<file path="src/rtl/adder_pkg.sv">
// rtl/adder_pkg.sv - shared types and constants for the chunked sequential adder
// Contents:
//   CHUNK_W   : bits handled by the ripple slice per cycle
//   state_t   : controller FSM states
//   cnt_width : chunk-counter width for a given chunk count (never below 1)
package adder_pkg;

  localparam int CHUNK_W = 3;

  typedef enum logic [1:0] {
    ST_IDLE = 2'd0,
    ST_RUN  = 2'd1,
    ST_DONE = 2'd2
  } state_t;

  function automatic int cnt_width(input int n);
    if (n <= 2) return 1;
    return $clog2(n);
  endfunction

endpackage

</file>
<file path="src/rtl/adder_slice3.sv">
// rtl/adder_slice3.sv - combinational 3-bit ripple adder slice in AND/NOT form
// Ports:
//   x, y : 3-bit addend chunks
//   ci   : carry into bit 0
//   s    : 3-bit chunk sum
//   co   : carry out of bit 2
module adder_slice3 (
  input  logic [2:0] x,
  input  logic [2:0] y,
  input  logic       ci,
  output logic [2:0] s,
  output logic       co
);

  logic [3:0] c;

  assign c[0] = ci;

  // Only AND and NOT gates are used so an approximate slice with the same
  // gate vocabulary can replace this one without touching the controller.
  genvar i;
  generate
    for (i = 0; i < 3; i++) begin : g_bit
      logic p;
      assign p      = ~(~(x[i] & ~y[i]) & ~(~x[i] & y[i]));
      assign s[i]   = ~(~(p & ~c[i]) & ~(~p & c[i]));
      // carry = majority(x, y, c)
      assign c[i+1] = ~(~(x[i] & y[i]) & ~(x[i] & c[i]) & ~(y[i] & c[i]));
    end
  endgenerate

  assign co = c[3];

endmodule

</file>
<file path="src/rtl/adder_seq_ctrl.sv">
// rtl/adder_seq_ctrl.sv - WIDTH-bit a+b+cin computed 3 bits per cycle on one slice
// Ports:
//   clk, rst             : clock, synchronous active-high reset
//   in_valid / in_ready  : operand handshake (a, b, cin)
//   out_valid / out_ready: result handshake (sum, cout)
//   busy                 : an operation is in RUN or waiting in DONE
module adder_seq_ctrl #(
  parameter int WIDTH = 12
) (
  input  logic             clk,
  input  logic             rst,
  input  logic             in_valid,
  output logic             in_ready,
  input  logic [WIDTH-1:0] a,
  input  logic [WIDTH-1:0] b,
  input  logic             cin,
  output logic             out_valid,
  input  logic             out_ready,
  output logic [WIDTH-1:0] sum,
  output logic             cout,
  output logic             busy
);
  import adder_pkg::*;

  localparam int N  = WIDTH / CHUNK_W;
  localparam int CW = cnt_width(N);

  generate
    if (WIDTH < CHUNK_W || (WIDTH % CHUNK_W) != 0) begin : g_bad_width
      $error("adder_seq_ctrl: WIDTH must be a positive multiple of 3");
    end
  endgenerate

  state_t           state;
  logic [WIDTH-1:0] a_sh;
  logic [WIDTH-1:0] b_sh;
  logic [WIDTH-1:0] acc;
  logic [WIDTH-1:0] acc_next;
  logic [WIDTH-1:0] sum_q;
  logic             carry;
  logic             cout_q;
  logic [CW-1:0]    cnt;
  logic [2:0]       sl_s;
  logic             sl_co;
  logic             last;

  adder_slice3 u_slice (
    .x  (a_sh[2:0]),
    .y  (b_sh[2:0]),
    .ci (carry),
    .s  (sl_s),
    .co (sl_co)
  );

  assign last = (cnt == CW'(N - 1));

  // Chunks enter at the top and move down, so after N shifts the first
  // (least-significant) chunk sits at bit 0.
  assign acc_next = (acc >> CHUNK_W) | (WIDTH'(sl_s) << (WIDTH - CHUNK_W));

  always_ff @(posedge clk) begin
    if (rst) begin
      state  <= ST_IDLE;
      a_sh   <= '0;
      b_sh   <= '0;
      acc    <= '0;
      sum_q  <= '0;
      carry  <= 1'b0;
      cout_q <= 1'b0;
      cnt    <= '0;
    end else begin
      case (state)
        ST_IDLE: begin
          if (in_valid) begin
            a_sh  <= a;
            b_sh  <= b;
            carry <= cin;
            cnt   <= '0;
            state <= ST_RUN;
          end
        end
        ST_RUN: begin
          a_sh  <= a_sh >> CHUNK_W;
          b_sh  <= b_sh >> CHUNK_W;
          acc   <= acc_next;
          carry <= sl_co;
          cnt   <= cnt + CW'(1);
          // Visible result registers move only here, so sum/cout never
          // show partially shifted values while RUN is in progress.
          if (last) begin
            sum_q  <= acc_next;
            cout_q <= sl_co;
            state  <= ST_DONE;
          end
        end
        ST_DONE: begin
          if (out_ready) state <= ST_IDLE;
        end
        default: state <= ST_IDLE;
      endcase
    end
  end

  assign in_ready  = (state == ST_IDLE);
  assign out_valid = (state == ST_DONE);
  assign busy      = (state != ST_IDLE);
  assign sum       = sum_q;
  assign cout      = cout_q;

endmodule

</file>
<file path="config.mk">
export PLATFORM = sky130hd
export DESIGN_NAME = adder_seq_ctrl
export DESIGN_NICKNAME = d
export VERILOG_FILES = /design/src/rtl/adder_pkg.sv /design/src/rtl/adder_slice3.sv /design/src/rtl/adder_seq_ctrl.sv
export SDC_FILE = /design/constraint.sdc
export NUM_CORES = 1
export LEC_CHECK = 0
export BUFFER_PORTS_ARGS = -buffer_cell sky130_fd_sc_hd__clkbuf_2
export CAP_MARGIN = 20
export CORE_MARGIN = 2
export CORE_UTILIZATION = 50
export DETAILED_ROUTE_END_ITERATION = 10
export HOLD_SLACK_MARGIN = 0.03
export PLACE_DENSITY = 0.8
export SETUP_SLACK_MARGIN = 0.15
export SLEW_MARGIN = 30
export SYNTH_ARGS = -nofsm -noshare
export SYNTH_HDL_FRONTEND = slang
export SYNTH_SLANG_ARGS = --single-unit
</file>
<file path="constraint.sdc">
create_clock -name clk -period 2.7 [get_ports clk]
set_clock_uncertainty 0.2 [all_clocks]
set_input_delay 0 -clock clk [delete_from_list [all_inputs] [get_ports clk]]
set_output_delay 0 -clock clk [all_outputs]
set_load 0.005 [all_outputs]
</file>
==> run_results.csv <==
group,metric,value,unit
run_status,status,"finished clean",
grt,gr-total-overflow,0,
place,dpl-instance-area,0.00228,mm^2
critical_path,worstPathCellList,"inv_1 > fa_1 > inv_1 > fa_1 > inv_1 > fa_1 > a21oi_1 > o221a_1",
final_layout,diodes,0,
clock_tree,cts.sinks,51,
synthesis,yosys-top-cells-count,"51 x dfxtp_1, 37 x a21oi_1, 34 x nand2_1",
clock_tree,cts-buffers-inserted,5,
timing,tightestPinTransition,0.923,ns
floorplanning,die_x,69.3,um
critical_path,crit_path_end_kind,"register",
synthesis,yosys.area.top_type_share,47.9,%
timing,tns,0,ns
final_layout,final_cells,341,
synthesis,synth_edf_count,0,
power,power.density,559,mW/mm^2
clock_tree,clockBufferDepth,2,
critical_path,crit_fanout,2,
timing,fin_crit,2.14,ns
clock_tree,ctsHtreeMaxLevel,2,
critical_path,slowest_delay,0.39,ns
floorplanning,start_util,52.5,%
synthesis,ys_ff_latch,51,
synthesis,synth_largest_area_cell,"dfxtp_1",
worst_hold_path,hold_path_depth,2,
synthesis,avgSynthCellArea,9.30,um^2
final_layout,final_nets,323,
timing,fmax,468,MHz
critical_path,r2r-end,"carry",
critical_path,cp-start-kind,"register",
synthesis,synth_cells,229,
timing,report.final.slew_viol_count,0,
power,peakVddDrop,333,uV
place,gp_congestion,0.718,
drt,routed_wl,4660,um
clock_tree,clockRootBuffer,"clkbuf_8",
clock_tree,post_cts_buffers,0,
power,total_power,1480,uW
synthesis,async_reset_ff_share,0,%
synthesis,synth_ff_type,"dfxtp_1",
drt,drtIter0Drc,122,
power,p_leak,0.00108,uW
floorplanning,die_h,69.3,um
timing,setup_violations,0,
final_layout,drive_gt1_share,24.1,%
floorplanning,die_area,0.00480,mm^2
critical_path,r2r_start,"b_sh[0]",
grt,grt_max_degree,52,
clock_tree,clock_latency,0.30,ns
grt,grt_pass1_vias,1696,
critical_path,critPathKind,"reg -> reg",
critical_path,worstSetupEndpoint,"carry",
critical_path,reg2reg_depth,8,
critical_path,reg2reg_slack,0.56,ns
critical_path,crit_start,"b_sh[0]",
synthesis,yosysMostFrequentCell,"dfxtp_1",
floorplanning,ioPinCount,45,
grt,antenna_found_initial,0,
synthesis,ys_types,28,
final_layout,nFillCells,343,
clock_tree,clk_pin_slew,0.09,ns
critical_path,required,2.75,ns
drt,firstDrtPassIters,4,
place,place_inst,306,
drt,vias,1760,
critical_path,crit_arrival,2.19,ns
final_layout,fin_util,65.3,%
clock_tree,cts_tree,"built",
timing,finalCritPeriodShare,79.1,%
timing,relSlewSlack,38.5,%
drt,avgRoutedWirePerCell,13.7,um
synthesis,synth_area_leaders,"dfxtp_1 48%, a21oi_1 8.7%, o221a_2 6.3%",
floorplanning,core,0.00406,mm^2
grt,grt_usage,20.0,%
drt,post-route-drc-count,0,
synthesis,synth-seq-area-share,47.9,%
final_layout,areaGrowthSynthToFinish,24.4,%
final_layout,final_area,0.00265,mm^2
flow_run,maxCapViolCount,0,
drt,ant_nets,0,
critical_path,crit_slowest_cell,"fa_1",
synthesis,syn_area,0.00213,mm^2
worst_hold_path,hp-class,"in -> reg",
floorplanning,rows,23,
synthesis,ys_warn_count,0,
grt,grt_pass1_wl,7760,um
timing,rsz0062_at_grt,"no",
synthesis,synth_nets,262,
place,hpwlAfterDp,2670,um
timing,hold_violations,0,
place,io_buffers,44,
drt,via_per_inst,5.16,
[placed cells by master (no fill, tap or decap), drive strengths merged]
cell / n
and3b: 1
inv: 27
fa: 3
o21bai: 1
dlygate4sd3: 27
buf: 1
o221a: 19
nor2b: 2
a21oi: 37
nand2b: 2
a22oi: 7
nand3b: 1
mux2i: 2
nor2: 16
nand2: 35
nor3: 1
ha: 1
clkinv: 1
clkbuf: 50
a211oi: 5
dfxtp: 51
nor3b: 1
[cell families after synthesis]
| family | after synthesis | synth area share [%] |
|---|---|---|
| AND/OR/NAND/NOR | 59 | 13.2 |
| flip-flops | 51 | 47.9 |
| adder cells (fa/ha/maj) | 4 | 3.41 |
| multiplexers | 2 | 0.940 |
| buffers and inverters | 44 | 10.8 |
| AO/OA/AOI/OAI | 69 | 23.8 |
[repair_timing]
action                                 CTS  global route
hold buffers                            27             0
endpoints found under the hold margin   27             0
gates resized for setup                  0             0
[metal layers]
layer	global-route usage [%]	wire length, um
met3	4.22	211
met4	6.97	99
met5	0	0
met2	34.6	2400
met1	24.5	1950
[layout make-up]
| class | instances | area [um^2] | area share, % |
|---|---|---|---|
| tap | 50 | 62.6 | 2.36 |
| multi-input combinational | 134 | 880 | 33.2 |
| inverter | 27 | 101 | 3.82 |
| timing repair buffer | 71 | 490 | 18.5 |
| sequential | 51 | 1020 | 38.5 |
| clock buffer | 7 | 86.3 | 3.26 |
| clock inverter | 1 | 8.76 | 0.331 |
[sequential cells by signal, summed over array words and instances (netlist names)]
register	cells
carry	1
cnt	2
sum	12
cout	1
state	2
b_sh	12
a_sh	12
acc	9
[worst max-delay path: cells and delay by family, from the launching register on]
family / cells / cell delay [ns]
buffers and inverters: 3 / 0.22
AOI/OAI and AO/OA: 2 / 0.35
adders and majority gates: 3 / 0.94
DFF: 1 / 0.37
[per-stage QoR]
stage	hold slack [ns]	worst slack, ns
floorplan	-0.0392	0.762
global placement	0.0461	0.705
detailed placement	0.0576	0.626
CTS	0.259	0.606
global route	0.149	0.468
finish	0.110	0.564
[power breakdown]
part | total [uW] | internal, uW | leakage (uW) | switching [uW]
Combinational | 205 | 103 | 0.000615 | 102
Clock | 458 | 210 | 0.0000484 | 248
Sequential | 820 | 792 | 0.000418 | 27.9
Total | 1480 | 1110 | 0.00108 | 378
[worst min path at each step]
| stage | from | to | slack [ns] |
|---|---|---|---|
| 2_1_floorplan | a[10] | a_sh[10] | -0.04 |
| 3_3_place_gp | a[10] | a_sh[10] | 0.05 |
| 3_5_place_dp | a[9] | a_sh[9] | 0.06 |
| 4_1_cts | sum[4] | sum[4] | 0.26 |
| 5_1_grt | rst | cnt[1] | 0.15 |
| 6_report | rst | b_sh[10] | 0.11 |
(Power assumes the default switching activity.)
